[config.mk]
export PLATFORM = sky130hd
export DESIGN_NAME = memory_access
export DESIGN_NICKNAME = d
export VERILOG_FILES = /design/src/rtl/riscv_pkg.sv /design/src/rtl/memory_access.sv
export SDC_FILE = /design/constraint.sdc
export NUM_CORES = 1
export LEC_CHECK = 0
export BUFFER_PORTS_ARGS = -buffer_cell sky130_fd_sc_hd__buf_2
export CAP_MARGIN = 20
export CORE_UTILIZATION = 50
export CTS_CLUSTER_SIZE = 40
export DETAILED_ROUTE_END_ITERATION = 12
export GPL_TIMING_DRIVEN = 0
export PLACE_DENSITY = 0.86
export SLEW_MARGIN = 20
export SYNTH_ARGS = -nofsm -noshare
export SYNTH_HDL_FRONTEND = slang
export SYNTH_SLANG_ARGS = --single-unit
[constraint.sdc]
create_clock -name clk -period 5.15 [get_ports clk]
set_input_delay 0.515 -clock clk [delete_from_list [all_inputs] [get_ports clk]]
set_output_delay 0.515 -clock clk [all_outputs]
set_load 0.02 [all_outputs]
[src/rtl/riscv_pkg.sv]
// Shared definitions for the memory-access pipeline stage.
package riscv_pkg;

    // Default number of cycles to wait for a data-memory acknowledge.
    localparam int TIMEOUT_DEFAULT = 16;

    // Memory handshake FSM states.
    typedef enum logic {
        IDLE = 1'b0,
        WAIT = 1'b1
    } mem_state_t;

endpackage

[src/rtl/memory_access.sv]
// M pipeline stage: holds the execute result, runs the data-memory handshake
// with a bounded wait, and feeds the writeback register.
//
// Memory handshake: o_dmem_req is held high for as long as the M-stage op is a
// load or store; the memory completes it by raising i_dmem_ack for exactly one
// cycle while o_dmem_req is high. An ack seen while o_dmem_req is low is
// ignored. If no ack arrives by wait count TIMEOUT-1 the access is abandoned.
module memory_access
    import riscv_pkg::*;
#(
    parameter int TIMEOUT = TIMEOUT_DEFAULT
) (
    input  logic        clk,
    input  logic        rst,
    input  logic [4:0]  i_register_file_wr_addr_E,
    input  logic [31:0] i_ALU_output_E,
    input  logic [31:0] i_wr_data_E,
    input  logic        i_register_file_wr_en_E,
    input  logic        i_data_memory_wr_en_E,
    input  logic        i_sel_result_E,
    output logic        o_dmem_req,
    output logic        o_dmem_we,
    output logic [31:0] o_dmem_addr,
    output logic [31:0] o_dmem_wdata,
    input  logic        i_dmem_ack,
    input  logic [31:0] i_dmem_rdata,
    output logic [31:0] o_ALU_output_M,
    output logic [4:0]  o_register_file_wr_addr_M,
    output logic        o_register_file_wr_en_M,
    output logic [31:0] o_result_W,
    output logic [4:0]  o_register_file_wr_addr_W,
    output logic        o_register_file_wr_en_W,
    output logic        o_stall_M,
    output logic        o_dmem_timeout
);

    localparam logic [7:0] LAST_COUNT = 8'(TIMEOUT - 1);

    // M-stage register contents
    logic [4:0]  m_wr_addr;
    logic [31:0] m_alu;
    logic [31:0] m_wdata;
    logic        m_rf_we;
    logic        m_dm_we;
    logic        m_sel_result;

    mem_state_t  state;
    mem_state_t  state_next;
    logic [7:0]  wait_cnt;

    logic        mem_op;
    logic        ack_valid;
    logic        timeout_hit;

    assign mem_op      = m_sel_result | m_dm_we;
    assign o_dmem_req  = mem_op;
    assign ack_valid   = i_dmem_ack & o_dmem_req;
    // Ack on the last allowed cycle takes priority over the abort.
    assign timeout_hit = (state == WAIT) && (wait_cnt == LAST_COUNT) && !ack_valid;
    assign o_stall_M   = mem_op & ~ack_valid & ~timeout_hit;

    assign o_dmem_we    = m_dm_we;
    assign o_dmem_addr  = m_alu;
    assign o_dmem_wdata = m_wdata;

    assign o_ALU_output_M            = m_alu;
    assign o_register_file_wr_addr_M = m_wr_addr;
    assign o_register_file_wr_en_M   = m_rf_we;

    // M register: capture execute outputs unless the stage is stalled.
    always_ff @(posedge clk or posedge rst) begin
        if (rst) begin
            m_wr_addr    <= '0;
            m_alu        <= '0;
            m_wdata      <= '0;
            m_rf_we      <= 1'b0;
            m_dm_we      <= 1'b0;
            m_sel_result <= 1'b0;
        end else if (!o_stall_M) begin
            m_wr_addr    <= i_register_file_wr_addr_E;
            m_alu        <= i_ALU_output_E;
            m_wdata      <= i_wr_data_E;
            m_rf_we      <= i_register_file_wr_en_E;
            m_dm_we      <= i_data_memory_wr_en_E;
            m_sel_result <= i_sel_result_E;
        end
    end

    // FSM state register.
    always_ff @(posedge clk or posedge rst) begin
        if (rst) begin
            state <= IDLE;
        end else begin
            state <= state_next;
        end
    end

    // FSM next state: wait only when the access did not complete immediately.
    always_comb begin
        state_next = state;
        case (state)
            IDLE: if (mem_op && !ack_valid) state_next = WAIT;
            WAIT: if (ack_valid || timeout_hit) state_next = IDLE;
            default: state_next = IDLE;
        endcase
    end

    // Wait counter: zero while idle so it starts at 0 on entering WAIT.
    always_ff @(posedge clk or posedge rst) begin
        if (rst) begin
            wait_cnt <= '0;
        end else if (state == WAIT) begin
            wait_cnt <= wait_cnt + 8'd1;
        end else begin
            wait_cnt <= '0;
        end
    end

    // Sticky error flag, cleared only by reset.
    always_ff @(posedge clk or posedge rst) begin
        if (rst) begin
            o_dmem_timeout <= 1'b0;
        end else if (timeout_hit) begin
            o_dmem_timeout <= 1'b1;
        end
    end

    // W register: bubble while stalled, aborted ops retire without writing.
    always_ff @(posedge clk or posedge rst) begin
        if (rst) begin
            o_result_W                <= '0;
            o_register_file_wr_addr_W <= '0;
            o_register_file_wr_en_W   <= 1'b0;
        end else if (o_stall_M) begin
            o_result_W                <= '0;
            o_register_file_wr_addr_W <= '0;
            o_register_file_wr_en_W   <= 1'b0;
        end else begin
            o_result_W                <= (m_sel_result && ack_valid) ? i_dmem_rdata : m_alu;
            o_register_file_wr_addr_W <= m_wr_addr;
            o_register_file_wr_en_W   <= m_rf_we & ~timeout_hit;
        end
    end

endmodule

Yosys cells after proc, flatten, opt, wreduce, memory -nomap -nowiden
Index checks and enable logic that the tools add are counted.
{ "totals": {"register_bits": 120, "in_bits": 107, "out_inout_bits": 144, "elab_cells": 36} }
{ "op_classes": {"add_sub_neg": 1, "n_eq_ne": 1, "muxes": 8, "bitwise": 8, "reduce_logical": 6} }
{ "ops": {"columns": ["operator", "n"], "rows": [
  ["two-way mux 32 bit", 2],
  ["adder 8 x 1 -> 8 bit, second input constant", 1],
  ["== test 8 x 4 -> 1 bit, second input constant", 1],
  ["two-way mux 8 bit", 1],
  ["two-way mux 5 bit", 1],
  ["bitwise AND 1 bit", 4],
  ["logical AND 1 bit", 4],
  ["two-way mux 1 bit", 3],
  ["inverter 1 bit", 3],
  ["case mux 1 bit (2 select lines)", 1],
  ["logical NOT 1 bit", 1],
  ["logical OR 1 bit", 1],
  ["OR 1 bit", 1]
]} }

Depth between registers and ports, before layout
{ "logic_depth": {"word_depth": 7, "depth_mapped": 7, "depth_no_buf": 4} }

Worst setup path after synthesis
Ideal clock, no wire load.
{ "synth_path": {"path_type": "register to output", "start": "register wait_cnt[0]", "end": "output port o_stall_M", "arrival_ns": 1.437, "required_time_ns": 4.635, "slack_ns": 3.198, "stages_incl_launch_ff": 6, "path_buffers": 2, "path_cell_list": "dfrtp_1 > ha_1 > and3_2 > a31oi_2 > buf_2 > buf_2"} }
{ "synth_via": {"elab_chain_cells": 5} }
{ "synth_lines": {"columns": ["item", "line_no", "source"], "rows": [
  ["from (decl)", "memory_access.sv:49", "logic [7:0] wait_cnt;"],
  ["from (signal assigned)", "memory_access.sv:113", "wait_cnt <= wait_cnt + 8'd1;"],
  ["== test 8 x 4 -> 1 bit", "memory_access.sv:59", "assign timeout_hit = (state == WAIT) && (wait_cnt == LAST_COUNT) && !ack_valid;"],
  ["logical AND 1 bit (2 in series)", "memory_access.sv:59", null],
  ["inverter 1 bit", "memory_access.sv:60", "assign o_stall_M = mem_op & ~ack_valid & ~timeout_hit;"],
  ["bitwise AND 1 bit", "memory_access.sv:60", null],
  ["to (decl)", "memory_access.sv:33", "output logic o_stall_M,"]
]} }
No other way between the ends.

Worst setup path after layout
Ends and elaborated chain as after synthesis.

==> impl_results.rst <==
.. list-table::
   :header-rows: 1

   * - Metric
     - Value
   * - CTS Hold Bufs
     - 0
   * - Status
     - finished, final reports clean
   * - Final setup violation count
     - 0
   * - Unrepaired setup endpoints after global routing
     - false
   * - Leakage power
     - 3.819 nW
   * - Vias in the first global route
     - 4158
   * - Die outline height
     - 103.6 um
   * - Cell Count Post-Placement
     - 769
   * - Number of buffers inserted to repair setup after CTS
     - 0
   * - Fraction of the yosys area taken by sequential cells
     - 58.21%
   * - Fraction of the cycle the final worst path needs
     - 55.79%
   * - Worst setup EP type
     - output pin
   * - Count of port buffers added during placement
     - 250
   * - Total number of yosys warnings
     - 0
   * - Max-Cap Viols
     - 0
   * - Final total negative setup slack
     - 0 ps
   * - Worst min-delay path class
     - input port to async pin
   * - Number of storage elements in the synthesis netlist
     - 120
   * - Total length of routed wires
     - 13430 um
   * - Root Buffer
     - sky130_fd_sc_hd__clkbuf_8
   * - Wire length per cell
     - 16.83 um
   * - Worst setup margin
     - 2277 ps
   * - Max-slew headroom at the worst pin
     - 64.88%
   * - Post-synth cell types
     - 29
   * - Required time of the critical path
     - 4640 ps
   * - Max IR drop VDD
     - 220.7 uV
   * - Final Hold Slack
     - 61.05 ps
   * - Diodes inserted
     - 0
   * - Count of instances resized after the clock tree is built
     - 0
   * - Ratio of cells with drive above 1 in the final layout
     - 60.30%
   * - Remaining antenna violation count after routing
     - 0
   * - Comb power frac
     - 25.3%
   * - Critical path type
     - flip-flop to output pin
   * - Worst Setup Start Kind
     - flip-flop
   * - Final-report max-slew violation count
     - 0
   * - Total vias in the final route
     - 3968
   * - Utilization of the core after routing
     - 72.75%
   * - Remaining global-route overflow
     - 0
   * - Core region area
     - 9864 um2
   * - Sinks on Clock Net
     - 120
   * - IO Pins
     - 251
   * - Mean number of vias per cell
     - 4.972
   * - Final count of hold timing violations
     - 0
   * - DP Wirelength
     - 9671 um
   * - Min Clock Period, post-route
     - 2873 ps
   * - NumNets Final
     - 763
   * - Die footprint
     - 10730 um2
   * - GR Util met2
     - 46.98%
   * - Routability-driven placement congestion ratio
     - 0.8746
   * - Internal Power
     - 2.145 mW
   * - Switch Pwr
     - 903.2 uW
   * - Fraction of met3 tracks used by global routing
     - 7.930%
   * - Total track usage
     - 26.44%
   * - Largest net degree at the start of global routing
     - 65
   * - Post-Layout Cell Count
     - 798
   * - Max Freq
     - 0.3481 GHz
   * - Die Span X
     - 103.6 um
   * - Global-route track usage on met1
     - 28.95%
   * - First-pass GRT wire length
     - 21650 um
   * - Largest fanout on the critical path
     - 10
   * - Fraction of power consumed by sequential logic
     - 38.1%
   * - Count of standard-cell rows
     - 36
   * - Power density over the cells
     - 424.8 nW/um2
   * - Clock tree from TritonCTS
     - done
   * - Clock transition at the registers of the reported paths
     - 60 ps
   * - Busiest metal layer after global routing
     - met2
   * - Gate Count Post-Synth
     - 385
   * - Post-Synthesis Net Count
     - 493
   * - CTS Buf Count
     - 17
   * - Skew-Pair Late Insertion Delay
     - 510 ps
   * - Pre-antenna DRT Iters
     - 4
   * - CTS Buffer Depth
     - 2
   * - Switching fraction of total power
     - 29.63%
   * - Antenna violations before repair
     - 0
   * - CTS HTree Levels
     - 4
   * - Count of routing violations after the opening detailed-route iteration
     - 153
   * - DR DRC count
     - 0
   * - Worst Path Arrival
     - 2360 ps
   * - Area growth from synthesis to layout
     - 39.12%
   * - Initial core utilization
     - 52.30%
   * - Clock Skews
     - 9.083 ps
   * - Place WS
     - 2804 ps
   * - Portion of total power attributed to the clock network
     - 36.7%
   * - Mapped cell area
     - 5159 um2
   * - Tightest Pin Transition
     - 526.8 ps
   * - Mean cell area of the mapped netlist
     - 13.40 um2
## final timing paths
kind                                start                            to  slack, ps  cells after the start
min                                   rst                o_result_W[27]         60                      2
max reg2reg                   wait_cnt[0]  o_register_file_wr_addr_M[1]       3240                      6
max in group asynchronous             rst             o_ALU_output_M[3]       4410                      3
min in group clk           i_sel_result_E                  m_sel_result        230                      2
min reg2reg                o_dmem_timeout                o_dmem_timeout        460                      1
max                           wait_cnt[0]                     o_stall_M       2280                      6
## power groups by stage
| stage | Clock (mW) | Combinational, mW | Sequential, mW |
|---|---|---|---|
| after detailed placement | 0 | 0.771 | 1.17 |
| after CTS | 1.14 | 0.778 | 1.16 |
| after floorplan | 0 | 0.362 | 1.31 |
| after global routing | 1.19 | 0.818 | 1.17 |
| after global placement | 0 | 0.751 | 1.16 |
| final | 1.12 | 0.770 | 1.16 |
## cells by family after synthesis
family | Yosys count | share of synthesized area (%)
and+or+nand+nor | 91 | 7.495
buffers and inverters | 55 | 8.877
xor gates and xnor gates | 3 | 0.5094
AOI/OAI and AO/OA | 42 | 4.366
muxes | 73 | 20.30
adders and majority gates | 1 | 0.2425
DFF | 120 | 58.21
## registers in the layout (all words and copies together) (netlist names)
name,flops
o_register_file_wr_en_M,1
o_register_file_wr_addr_M,5
o_dmem_timeout,1
o_register_file_wr_addr_W,5
wait_cnt,8
state,1
m_sel_result,1
o_result_W,32
o_register_file_wr_en_W,1
o_ALU_output_M,32
o_dmem_we,1
o_dmem_wdata,32
## Yosys cell counts (all sizes together)
cell type,count,area [um2]
or3,2,12.51
nand3,2,10.01
buf,45,420.4
nor3,2,15.01
nand2,68,255.2
clkbuf,6,22.52
and2b,1,7.510
a21oi,35,175.2
o21ai,3,15.01
a21o,1,7.510
a31oi,1,12.51
xor2,1,8.760
nor2,6,22.52
o21bai,1,7.510
o31ai,1,7.510
ha,1,12.51
xnor2,2,17.52
mux2,73,1047
and2,3,18.77
dfrtp,120,3003
nor2b,5,31.28
inv,4,15.01
and3,2,13.77
## per-stage QoR
step | area [um2] | total power, mW
after floorplan | 5159 | 1.670
after global placement | 6576 | 1.915
after detailed placement | 6609 | 1.943
after CTS | 7177 | 3.077
after global routing | 7177 | 3.181
final | 7177 | 3.048
## cell usage in the layout, fill, tap and decap left out, types with 2 or more instances in the layout
cell and n:
sky130_fd_sc_hd__or3_1 2, sky130_fd_sc_hd__xnor2_1 2, sky130_fd_sc_hd__buf_6 4, sky130_fd_sc_hd__o21ai_0 3, sky130_fd_sc_hd__buf_2 253, sky130_fd_sc_hd__buf_12 6
sky130_fd_sc_hd__a21oi_1 35, sky130_fd_sc_hd__dfrtp_1 120, sky130_fd_sc_hd__buf_4 32, sky130_fd_sc_hd__clkbuf_1 7, sky130_fd_sc_hd__mux2_4 60, sky130_fd_sc_hd__nand3_1 2
sky130_fd_sc_hd__and2_1 3, sky130_fd_sc_hd__nor2_1 6, sky130_fd_sc_hd__nand2_1 68, sky130_fd_sc_hd__clkbuf_8 5, sky130_fd_sc_hd__clkinvlp_4 4, sky130_fd_sc_hd__mux2_2 13
sky130_fd_sc_hd__clkbuf_16 16, sky130_fd_sc_hd__nor2b_1 5, sky130_fd_sc_hd__inv_1 3, sky130_fd_sc_hd__bufinv_16 2
## critical path, stage by stage, from the launching register on
cell and delay [ps]:
sky130_fd_sc_hd__dfrtp_1 400, sky130_fd_sc_hd__ha_1 250, sky130_fd_sc_hd__and3_2 220, sky130_fd_sc_hd__a31oi_2 160
sky130_fd_sc_hd__buf_2 300, sky130_fd_sc_hd__buf_2 290, sky130_fd_sc_hd__buf_2 220
## area by class of cell
class / instances / area, um2
inverters: 4 / 20.02
multi-input cells: 210 / 1698
well taps: 133 / 166.4
clock inverters: 7 / 95.09
repair buffers: 251 / 1279
flip-flops and latches: 120 / 3003
fillers: 674 / 2688
plain buffers: 51 / 442.9
clock buffers: 22 / 473.0
## routing by layer
layer | wire length (um) | up-vias | part of all wire, %
li1 | - | 1785 | -
met1 | 5041 | 1954 | 38
met2 | 7253 | 197 | 54
met3 | 778 | 32 | 5.8
met4 | 356 | 0 | 2.7
met5 | 0 | - | 0
Note: power is estimated with default switching activity, not from simulation.
